`config.mk`:
```
export PLATFORM = sky130hd
export DESIGN_NAME = safe_lockout_ctrl_flat
export DESIGN_NICKNAME = d
export VERILOG_FILES = /design/src/rtl/safe_lockout_ctrl_pkg.sv /design/src/rtl/safe_lockout_ctrl_if.sv /design/src/rtl/safe_lockout_ctrl_timer.sv /design/src/rtl/safe_lockout_ctrl.sv /design/src/flat_wrapper.sv
export SDC_FILE = /design/constraint.sdc
export NUM_CORES = 1
export LEC_CHECK = 0
export ABC_AREA = 1
export BUFFER_PORTS_ARGS = -buffer_cell sky130_fd_sc_hd__buf_2
export CORE_ASPECT_RATIO = 1.1
export CORE_MARGIN = 8
export CORE_UTILIZATION = 30
export CTS_BUF_LIST = sky130_fd_sc_hd__clkbuf_8
export CTS_CLUSTER_SIZE = 14
export DETAILED_ROUTE_END_ITERATION = 16
export HOLD_SLACK_MARGIN = 0.1
export PLACE_DENSITY_LB_ADDON = 0.08
export SLEW_MARGIN = 20
export SYNTH_ARGS = -nofsm -noshare
export SYNTH_HDL_FRONTEND = slang
export SYNTH_SLANG_ARGS = --single-unit
```
`constraint.sdc`:
```
create_clock -name clk -period 1.8 [get_ports clk]
set_clock_uncertainty 0.2 [all_clocks]
set_input_delay 0.18 -clock clk [delete_from_list [all_inputs] [get_ports clk]]
set_output_delay 0.18 -clock clk [all_outputs]
set_load 0.03 [all_outputs]
```
`src/rtl/safe_lockout_ctrl_pkg.sv`:
```
// safe_lockout_ctrl_pkg
// Shared definitions for the brute-force lockout controller and its
// neighbours in the clk_1ms domain (master_fsm, top level).
//   lock_state_e     : controller state encoding (ARMED/LOCKED/GRACE)
//   DEF_*            : default parameter values for the controller
package safe_lockout_ctrl_pkg;

  typedef enum logic [1:0] {
    ARMED  = 2'd0,
    LOCKED = 2'd1,
    GRACE  = 2'd2
  } lock_state_e;

  localparam int DEF_MAX_FAIL   = 3;
  localparam int DEF_LOCK_TICKS = 30000;
  localparam int DEF_MAX_SHIFT  = 3;
  localparam int DEF_CNT_W      = 18;

endpackage

```
`src/rtl/safe_lockout_ctrl_if.sv`:
```
// safe_lockout_ctrl_if
// Bundles the attempt report from master_fsm, the decoder count-enable
// path and the lockout status outputs.
//   attempt_done/attempt_ok : attempt report into the controller
//   cnten_in/cnten_out      : decoder count enable, raw and gated
//   lockout, blank_req, alarm, grace, fail_cnt, level, remain : status
//   state                   : current controller state (debug visibility)
//
// Handshake: there is no back-pressure. attempt_done is a single-cycle
// strobe sampled on every rising clk edge; attempt_ok is only meaningful
// on a cycle where attempt_done=1. Back-to-back strobes are each a
// separate attempt. The controller always accepts (it may ignore the
// attempt, e.g. while LOCKED).
interface safe_lockout_ctrl_if #(
  parameter int CNT_W = 18
);
  import safe_lockout_ctrl_pkg::*;

  logic             attempt_done;
  logic             attempt_ok;
  logic             cnten_in;
  logic             cnten_out;
  logic             lockout;
  logic             blank_req;
  logic             alarm;
  logic             grace;
  logic [3:0]       fail_cnt;
  logic [1:0]       level;
  logic [CNT_W-1:0] remain;
  lock_state_e      state;

  // master: attempt source and status consumer (master_fsm / top level)
  modport master (
    output attempt_done, attempt_ok, cnten_in,
    input  cnten_out, lockout, blank_req, alarm, grace,
    input  fail_cnt, level, remain, state
  );

  // slave: the lockout controller
  modport slave (
    input  attempt_done, attempt_ok, cnten_in,
    output cnten_out, lockout, blank_req, alarm, grace,
    output fail_cnt, level, remain, state
  );

endinterface

```
`src/rtl/safe_lockout_ctrl_timer.sv`:
```
// safe_lockout_ctrl_timer
// Loadable down-counter used as the lockout timer. Counts down by one per
// clock while non-zero and parks at zero.
//   clk, rst     : clock, asynchronous active-high reset
//   i_load       : load i_load_val this cycle (takes priority over counting)
//   i_load_val   : value to load
//   o_count      : current count (ticks remaining)
//   o_running    : count is non-zero
//   o_expire     : count is 1, i.e. this is the last counting cycle
module safe_lockout_ctrl_timer #(
  parameter int CNT_W = 18
) (
  input  logic             clk,
  input  logic             rst,
  input  logic             i_load,
  input  logic [CNT_W-1:0] i_load_val,
  output logic [CNT_W-1:0] o_count,
  output logic             o_running,
  output logic             o_expire
);

  logic [CNT_W-1:0] r_count;

  always_ff @(posedge clk or posedge rst) begin
    if (rst) begin
      r_count <= '0;
    end else if (i_load) begin
      r_count <= i_load_val;
    end else if (r_count != '0) begin
      r_count <= r_count - CNT_W'(1);
    end
  end

  assign o_count   = r_count;
  assign o_running = (r_count != '0);
  assign o_expire  = (r_count == CNT_W'(1));

endmodule

```
`src/rtl/safe_lockout_ctrl.sv`:
```
// safe_lockout_ctrl
// Brute-force protection for the combination-entry path. Counts
// consecutive failed attempts; after MAX_FAIL of them it locks the entry
// path (gates cnten, requests display blanking) for LOCK_TICKS << level
// cycles, then allows one grace attempt. A failed grace attempt relocks
// with the escalation level raised (saturating at MAX_SHIFT); a correct
// one re-arms with level cleared.
//   clk  : clk_1ms, rising edge
//   rst  : asynchronous reset, active-high
//   bus  : safe_lockout_ctrl_if.slave (attempt in, cnten path, status out)
module safe_lockout_ctrl
  import safe_lockout_ctrl_pkg::*;
#(
  parameter int MAX_FAIL   = DEF_MAX_FAIL,
  parameter int LOCK_TICKS = DEF_LOCK_TICKS,
  parameter int MAX_SHIFT  = DEF_MAX_SHIFT,
  parameter int CNT_W      = DEF_CNT_W
) (
  input  logic                  clk,
  input  logic                  rst,
  safe_lockout_ctrl_if.slave    bus
);

  if ((64'(LOCK_TICKS) << MAX_SHIFT) >= (64'd1 << CNT_W)) begin : g_chk_width
    $error("safe_lockout_ctrl: LOCK_TICKS << MAX_SHIFT does not fit in CNT_W bits");
  end
  if (MAX_FAIL < 1 || MAX_FAIL > 15) begin : g_chk_fail
    $error("safe_lockout_ctrl: MAX_FAIL must be 1..15");
  end
  if (MAX_SHIFT < 0 || MAX_SHIFT > 3) begin : g_chk_shift
    $error("safe_lockout_ctrl: MAX_SHIFT must be 0..3 (level is 2 bits)");
  end

  lock_state_e      r_state;
  lock_state_e      w_next_state;
  logic [3:0]       r_fail_cnt;
  logic [3:0]       w_next_fail;
  logic [1:0]       r_level;
  logic [1:0]       w_next_level;
  logic             r_lockout;
  logic             r_grace;
  logic             r_alarm;

  logic             w_load;
  logic [CNT_W-1:0] w_load_val;
  logic [CNT_W-1:0] w_remain;
  logic             w_running;
  logic             w_expire;

  logic [4:0]       w_fail_inc;
  logic [1:0]       w_level_up;
  logic [CNT_W-1:0] w_len_cur;
  logic [CNT_W-1:0] w_len_up;

  assign w_fail_inc = {1'b0, r_fail_cnt} + 5'd1;
  assign w_level_up = (r_level >= 2'(MAX_SHIFT)) ? 2'(MAX_SHIFT) : (r_level + 2'd1);
  // Lockout length is computed from the level that will be in force
  // during the lockout: current level from ARMED, raised level from GRACE.
  assign w_len_cur  = CNT_W'(LOCK_TICKS) << r_level;
  assign w_len_up   = CNT_W'(LOCK_TICKS) << w_level_up;

  safe_lockout_ctrl_timer #(
    .CNT_W (CNT_W)
  ) u_timer (
    .clk        (clk),
    .rst        (rst),
    .i_load     (w_load),
    .i_load_val (w_load_val),
    .o_count    (w_remain),
    .o_running  (w_running),
    .o_expire   (w_expire)
  );

  always_ff @(posedge clk or posedge rst) begin
    if (rst) begin
      r_state    <= ARMED;
      r_fail_cnt <= 4'd0;
      r_level    <= 2'd0;
      r_lockout  <= 1'b0;
      r_grace    <= 1'b0;
      r_alarm    <= 1'b0;
    end else begin
      r_state    <= w_next_state;
      r_fail_cnt <= w_next_fail;
      r_level    <= w_next_level;
      r_lockout  <= (w_next_state == LOCKED);
      r_grace    <= (w_next_state == GRACE);
      // Every entry into LOCKED loads the timer, so the load strobe
      // registered is exactly the first lockout cycle.
      r_alarm    <= w_load;
    end
  end

  always_comb begin
    w_next_state = r_state;
    w_next_fail  = r_fail_cnt;
    w_next_level = r_level;
    w_load       = 1'b0;
    w_load_val   = '0;
    case (r_state)
      ARMED: begin
        if (bus.attempt_done) begin
          if (bus.attempt_ok) begin
            w_next_fail  = 4'd0;
            w_next_level = 2'd0;
          end else if (w_fail_inc >= 5'(MAX_FAIL)) begin
            w_next_state = LOCKED;
            w_next_fail  = 4'd0;
            w_load       = 1'b1;
            w_load_val   = w_len_cur;
          end else begin
            w_next_fail  = w_fail_inc[3:0];
          end
        end
      end
      LOCKED: begin
        // Attempts are ignored here, including on the expiry cycle.
        // The !w_running term only guards against sitting in LOCKED
        // with an idle timer.
        if (w_expire || !w_running) begin
          w_next_state = GRACE;
        end
      end
      GRACE: begin
        if (bus.attempt_done) begin
          if (bus.attempt_ok) begin
            w_next_state = ARMED;
            w_next_fail  = 4'd0;
            w_next_level = 2'd0;
          end else begin
            w_next_state = LOCKED;
            w_next_level = w_level_up;
            w_load       = 1'b1;
            w_load_val   = w_len_up;
          end
        end
      end
      default: begin
        w_next_state = ARMED;
      end
    endcase
  end

  assign bus.cnten_out = bus.cnten_in & ~r_lockout;
  assign bus.lockout   = r_lockout;
  assign bus.blank_req = r_lockout;
  assign bus.alarm     = r_alarm;
  assign bus.grace     = r_grace;
  assign bus.fail_cnt  = r_fail_cnt;
  assign bus.level     = r_level;
  assign bus.remain    = w_remain;
  assign bus.state     = r_state;

endmodule

```
`src/flat_wrapper.sv`:
```
// flat-port wrapper written by rule: the top's interface ports become plain ports
module safe_lockout_ctrl_flat import safe_lockout_ctrl_pkg::*;
#(
  parameter int MAX_FAIL   = DEF_MAX_FAIL,
  parameter int LOCK_TICKS = DEF_LOCK_TICKS,
  parameter int MAX_SHIFT  = DEF_MAX_SHIFT,
  parameter int CNT_W      = DEF_CNT_W
)
  (clk, rst, bus_attempt_done, bus_attempt_ok, bus_cnten_in, bus_cnten_out, bus_lockout, bus_blank_req, bus_alarm, bus_grace, bus_fail_cnt, bus_level, bus_remain, bus_state);
  safe_lockout_ctrl_if #(.CNT_W(CNT_W)) bus_i ();
  input  logic clk;
  input  logic rst;
  input wire logic [$bits(bus_i.attempt_done)-1:0] bus_attempt_done;
  input wire logic [$bits(bus_i.attempt_ok)-1:0] bus_attempt_ok;
  input wire logic [$bits(bus_i.cnten_in)-1:0] bus_cnten_in;
  output wire logic [$bits(bus_i.cnten_out)-1:0] bus_cnten_out;
  output wire logic [$bits(bus_i.lockout)-1:0] bus_lockout;
  output wire logic [$bits(bus_i.blank_req)-1:0] bus_blank_req;
  output wire logic [$bits(bus_i.alarm)-1:0] bus_alarm;
  output wire logic [$bits(bus_i.grace)-1:0] bus_grace;
  output wire logic [$bits(bus_i.fail_cnt)-1:0] bus_fail_cnt;
  output wire logic [$bits(bus_i.level)-1:0] bus_level;
  output wire logic [$bits(bus_i.remain)-1:0] bus_remain;
  output wire logic [$bits(bus_i.state)-1:0] bus_state;
  assign bus_i.attempt_done = bus_attempt_done;
  assign bus_i.attempt_ok = bus_attempt_ok;
  assign bus_i.cnten_in = bus_cnten_in;
  assign bus_cnten_out = bus_i.cnten_out;
  assign bus_lockout = bus_i.lockout;
  assign bus_blank_req = bus_i.blank_req;
  assign bus_alarm = bus_i.alarm;
  assign bus_grace = bus_i.grace;
  assign bus_fail_cnt = bus_i.fail_cnt;
  assign bus_level = bus_i.level;
  assign bus_remain = bus_i.remain;
  assign bus_state = bus_i.state;
  safe_lockout_ctrl #(.MAX_FAIL(MAX_FAIL), .LOCK_TICKS(LOCK_TICKS), .MAX_SHIFT(MAX_SHIFT), .CNT_W(CNT_W)) u_core (.clk(clk), .rst(rst), .bus(bus_i));
endmodule
```
==> results of run 1 <==
routing by layer:
metal / up-vias / share of wire / global-route usage
met4: 0 / 0.010 / 0.0469
li1: 1107 / - / -
met2: 45 / 0.52 / 0.241
met1: 991 / 0.43 / 0.159
met5: - / 0 / 0
met3: 9 / 0.044 / 0.0316
final timing paths:
| check | startpoint | to | cells after the start |
|---|---|---|---|
| setup / recovery | u_core.bus.fail_cnt[1] | u_core.u_timer.o_count[13] | 9 |
| max in group asynchronous | rst | u_core.bus.level[0] | 4 |
| min in group asynchronous | rst | u_core.u_timer.o_count[2] | 4 |
| setup reg to reg | u_core.bus.fail_cnt[1] | u_core.u_timer.o_count[13] | 9 |
| hold reg to reg | u_core.bus.fail_cnt[3] | u_core.bus.fail_cnt[3] | 2 |
| hold / removal | bus_attempt_done | u_core.bus.fail_cnt[1] | 4 |
cells in the mapped netlist (2+ instances only):
cell type / n / area, um^2
nand2_1: 75 / 282
nor2_1: 52 / 195
inv_1: 32 / 120
dfrtp_1: 29 / 726
nand3_1: 28 / 140
ha_1: 17 / 213
a21oi_1: 12 / 60.1
nand3b_1: 8 / 60.1
o21ai_0: 8 / 40.0
inv_2: 3 / 11.3
xnor2_1: 3 / 26.3
buf_4: 2 / 15.0
nand2_2: 2 / 12.5
o22ai_1: 2 / 12.5
xor2_1: 2 / 17.5
power groups by stage:
stage               logic, mW  registers [mW]  clock network (mW)
CTS                      2.80            1.08               0.694
global placement         2.57            1.11                   0
floorplan               0.993            1.62                   0
detailed placement       2.56            1.10                   0
global route             3.19            1.13               0.726
finish                   2.91            1.09               0.668
flip-flops by register name (all words and copies together) (netlist names):
| signal | cells |
|---|---|
| u_core.u_timer.o_count | 18 |
| u_core.bus.fail_cnt | 4 |
| u_core.bus.level | 2 |
| u_core.bus.state | 2 |
| u_core.bus.alarm | 1 |
| u_core.bus.blank_req | 1 |
| u_core.bus.grace | 1 |
stage by stage:
step | area (um^2) | worst slack (ps) | hold slack [ps] | TNS [ps]
2_1_floorplan | 2070 | -158 | 57.8 | -1860
3_3_place_gp | 2680 | -60.8 | 78.4 | -185
3_5_place_dp | 2680 | -93.5 | 81.9 | -653
4_1_cts | 2950 | -49.6 | 132 | -405
5_1_grt | 3050 | -137 | 155 | -1670
6_report | 3050 | -59.6 | 140 | -205
layout by cell type (no fill, tap or decap), types with 4 or more instances in the layout:
cell type,n
nand2_1,63
buf_4,48
nor2_1,46
buf_2,36
inv_1,28
dfrtp_1,25
nand3_1,21
ha_1,15
nand2_2,11
a21oi_2,10
inv_2,8
nand3_2,8
nand3b_1,8
nor2_2,6
buf_6,6
o21ai_0,5
clkbuf_8,5
dfrtp_2,4
cell type report:
cell class	instances	area, um^2	area share
Timing Repair Buffer	92	628	0.206
Sequential cell	29	731	0.240
Clock buffer	5	68.8	0.0226
Multi-Input combinational cell	222	1350	0.442
Tap cell	82	103	0.0337
Inverter	35	131	0.0431
Clock inverter	3	38.8	0.0127
repair_timing:
item                                   in CTS  in global routing
pin swaps                                  13                 15
setup endpoints to repair                  18                 21
gates cloned                                1                  1
gates resized for setup                    27                 27
setup buffers                               6                  1
endpoints found under the hold margin      32                  0
hold buffers                                2                  0
worst max-delay path, stage by stage, from the launching register on:
cell	delay [ps]
dfrtp_2	440
ha_4	270
nor2_1	30
nor2_1	130
nand3_2	150
nand2_4	130
nand2_8	90
buf_6	140
a21oi_4	120
nor2_2	40
cells by family (layout without fill, tap and decap cells):
logic type	count (synthesis)	in the layout
simple gates	174	175
buf+inv	38	135
flops	29	29
compound gates	25	25
fa+ha+maj	17	17
xor+xnor	5	5
==> results.txt, run 1 <==
Critical Path Fanout Max = 8
Status = finished, violations left
Flop2flop setup slack = -60 ps
Path type of the worst min-delay path = in2reg
Worst-Margin Slew = 387 ps
Failing checks = setup timing
Finished Core Util = 0.462
Mean Syn Cell Area = 7.08 um^2
Initial antenna violation count = 0
Num rows = 31
Post-synth EDFFs = 0
CTS Buffer Depth = 2
Ys flop type = dfrtp_1
Synth Instances = 288
Chip height = 102 um
Largest family of logic cells by synthesized area = simple AND/OR/NAND/NOR gates
GP Congestion = 0.761
Final Slew Violations = 0
Pwr Total = 4.67 mW
Via count = 2152
Clock sinks = 29
Clk pwr share = 0.143
WS Path Type = reg2reg
Initial DRT Pass Iterations = 4
Maximum clock frequency = 0.538 GHz
Initial DRC Count = 85
Dpl cells = 449
Combinational power share = 0.623
Final Hold Fails = 0
CTS Buf Count = 5
Final #Nets = 407
Psw = 2.19 mW
First-pass GRT wire length = 10.4 mm
DR vias/cell = 4.60
Share of power burned in registers = 0.234
Post-DR wirelength/cell = 13.3 um
Fill cells = 698
RSZ-0062 raised after global routing = yes
Pwr dens = 1530 nW/um^2
Buffers on Ports = 35
Antenna Cells = 0
Share of cells above drive strength 1 = 0.407
Total global routing overflow = 0
Initial core utilization = 0.309
Worst Setup End Kind = flip-flop
Number of max-cap violations = 0
Async set or reset register ratio after synthesis = 1.00
DIE WIDTH = 94.6 um
Required @ worst endpoint = 1780 ps
XOR/XNOR Fraction of Synth Area = 0.0215
Fin crit share = 1.03
GRT Overall Usage = 0.137
Complex-gate fraction of the synthesized area = 0.0669
TritonCTS clock tree = yes
Final WL = 6.20 mm
Adder-cell share of the synthesized area = 0.104
Seq cells post-synth = 29
Worst-Skew Late Latency = 290 ps
Synthesized Nets = 310
Switching Fraction = 0.468
Register area share after synthesis = 0.356
Largest net degree at the start of global routing = 30
Min cycle time layout = 1860 ps
Arr. time, crit path = 1840 ps
Simple-Gate Fraction of Synth Area = 0.377
Synth warn = 0
Proportion of synthesized area in mux cells = 0
Clk slew on worst S/H paths = 70 ps
DP HPWL = 4.72 mm
Post-DRT Antenna Nets = 0
DRC violations left = 0
Ports = 36
Static leakage = 1.62 nW
Startpoint types = flip-flop
Peak supply drop = 665 uV
Int Power = 2.48 mW
Syn Std Cell Area = 2040 um^2
H-tree Lvls = 2
Slew headroom = 0.742
DIE AREA = 9690 um^2
Root Driver = clkbuf_8
# setup viols final = 10
Synth cell types = 28
Vias in the first global route = 2169
Post-route insts no fill = 468
Area Overhead vs Synth = 49.4%
Final worst setup slack = -59.6 ps
Core ar. = 6590 um^2
No activity file was read; power rests on OpenSTA's default activity.
==> run 2: changes to the inputs <==
SKIP_CTS_REPAIR_TIMING = 1   (was default)
==> run 2 against run 1 <==
Against the previous run: the flow still finishes with violations (setup timing); design area up 1.6%; via count down 0.84%; clock power up 0.7%; non-clock buffer count down 1; final cell count down 0.21%; register-to-register slack about the same; sequential power about the same; maximum frequency up 0.25%; largest cell class unchanged; setup slack better by 4.6 ps; highest routed layer unchanged; wire length down 0.94%.
==> results.txt, run 2 (synthesized netlist as in run 1, its figures left out) <==
Int Power = 2.52 mW
DP HPWL = 4.72 mm
Root Driver = clkbuf_8
CTS Buf Count = 5
Num rows = 31
Clock sinks = 29
GP Congestion = 0.761
Register area = 731 um^2
Final WL = 6.14 mm
# setup viols final = 15
Share of power burned in registers = 0.231
Post-DRT Antenna Nets = 0
Startpoint types = flip-flop
Finished Core Util = 0.469
DR vias/cell = 4.57
Share of cells above drive strength 1 = 0.431
Antenna Cells = 0
Arr. time, crit path = 1880 ps
Maximum clock frequency = 0.539 GHz
Failing checks = setup timing
Core ar. = 6590 um^2
GRT Overall Usage = 0.132
Initial antenna violation count = 0
WS Path Type = reg2reg
Initial DRT Pass Iterations = 4
RSZ-0062 raised after global routing = yes
Final hold slack = 134 ps
DIE WIDTH = 94.6 um
Area of the multi-input gates = 1390 um^2
Chip height = 102 um
Switching Fraction = 0.467
Peak supply drop = 671 uV
Largest net degree at the start of global routing = 30
DIE AREA = 9690 um^2
Final worst setup slack = -55.1 ps
Via count = 2134
Critical Path Fanout Max = 7
CP max-delay cell = dfrtp_2
Min cycle time layout = 1860 ps
Path type of the worst min-delay path = in2reg
Fill cells = 693
Clk pwr share = 0.143
Final Slew Violations = 0
Fin Setup TNS = -524 ps
First-pass GRT wire length = 10.0 mm
Most common cell after layout, fill and taps aside = nand2_1
WP buf/inv = 1
TritonCTS clock tree = yes
Clk slew on worst S/H paths = 70 ps
CP top delay family = simple AND/OR/NAND/NOR gates
DRC violations left = 0
H-tree Lvls = 2
Vias in the first global route = 2098
Total global routing overflow = 0
Combinational power share = 0.627
Max stage delay on crit path = 440 ps
CTS Buffer Depth = 2
Number of max-cap violations = 0
Required @ worst endpoint = 1820 ps
Static leakage = 1.63 nW
Post-DR wirelength/cell = 13.2 um
Status = finished, violations left
Final Hold Fails = 0
Fin crit share = 1.03
Initial DRC Count = 104
Worst Setup End Kind = flip-flop
Area Overhead vs Synth = 51.8%
Worst-Margin Slew = 381 ps
Buffers on Ports = 35
CP cell instances = ha_4 -> nor2_1 -> nor2_1 -> nand4_1 -> nand2_4 -> buf_6 -> nand2_2 -> a21oi_2
Ports = 36
Slew headroom = 0.746
Initial core utilization = 0.309
Max reg flops = 18
Worst-Skew Late Latency = 290 ps
Pwr dens = 1530 nW/um^2
Final #Nets = 406
Psw = 2.20 mW
CP most frequent cell = nor2_1
Most frequent cells in the layout = nand2_1, nor2_1, buf_4, buf_2, inv_1
-- run 2: changes by cell type in the layout (fill, tap and decap cells not counted), moves of 2 or more --
cell     delta
nand3_2     +5
buf_6       +2
o21ai_2     +2
buf_4       -2
inv_1       -2
nand3_1     -5
o21ai_1     -2
inv_2       +2
-- run 2: worst paths after layout --
| check | cells past startpoint | slack [ps] | from | endpoint |
|---|---|---|---|---|
| max | 8 | -60 | u_core.bus.fail_cnt[1] | u_core.u_timer.o_count[7] |
| min | 4 | 130 | bus_attempt_done | u_core.bus.fail_cnt[1] |
| max reg2reg | 8 | -60 | u_core.bus.fail_cnt[1] | u_core.u_timer.o_count[7] |
| min reg2reg | 2 | 350 | u_core.bus.fail_cnt[3] | u_core.bus.fail_cnt[3] |
| max in group asynchronous | 4 | 780 | rst | u_core.bus.level[0] |
| min in group asynchronous | 4 | 310 | rst | u_core.u_timer.o_count[2] |
-- run 2: per-stage QoR --
stage,total power [mW],cells,setup slack [ps],area (um^2)
after floorplan,2.61,288,-158,2070
after CTS,4.35,457,-110,2790
after global placement,3.68,449,-60.8,2680
after global routing,5.10,467,-142,3090
after detailed placement,3.66,449,-93.5,2680
final,4.72,467,-55.1,3090
-- run 2: layer usage --
layer  GRT usage  wire [um]  vias up
li1            -          -     1103
met1       0.158       2640      983
met2       0.225       3130       39
met3      0.0316        257        9
met4      0.0469        112        0
met5           0          0        -
-- run 2: final cells by class --
type                       instances  area share
multi-input combinational        222       0.450
tap                               82      0.0332
sequential                        29       0.236
inverter                          35      0.0425
timing repair buffer              91       0.204
clock buffer                       5      0.0222
clock inverter                     3      0.0125
-- run 2: worst min-delay path, stage by stage --
cell and delay (ps):
buf_2 110, nand2_2 140, o21ai_0 100, nand2_1 70
-- run 2: power groups by stage --
| stage | logic [mW] | clock network, mW | registers (mW) |
|---|---|---|---|
| 4_1_cts | 2.57 | 0.694 | 1.09 |
| 3_5_place_dp | 2.56 | 0 | 1.10 |
| 5_1_grt | 3.24 | 0.727 | 1.13 |
| 2_1_floorplan | 0.993 | 0 | 1.62 |
| 6_report | 2.96 | 0.673 | 1.09 |
| 3_3_place_gp | 2.57 | 0 | 1.11 |
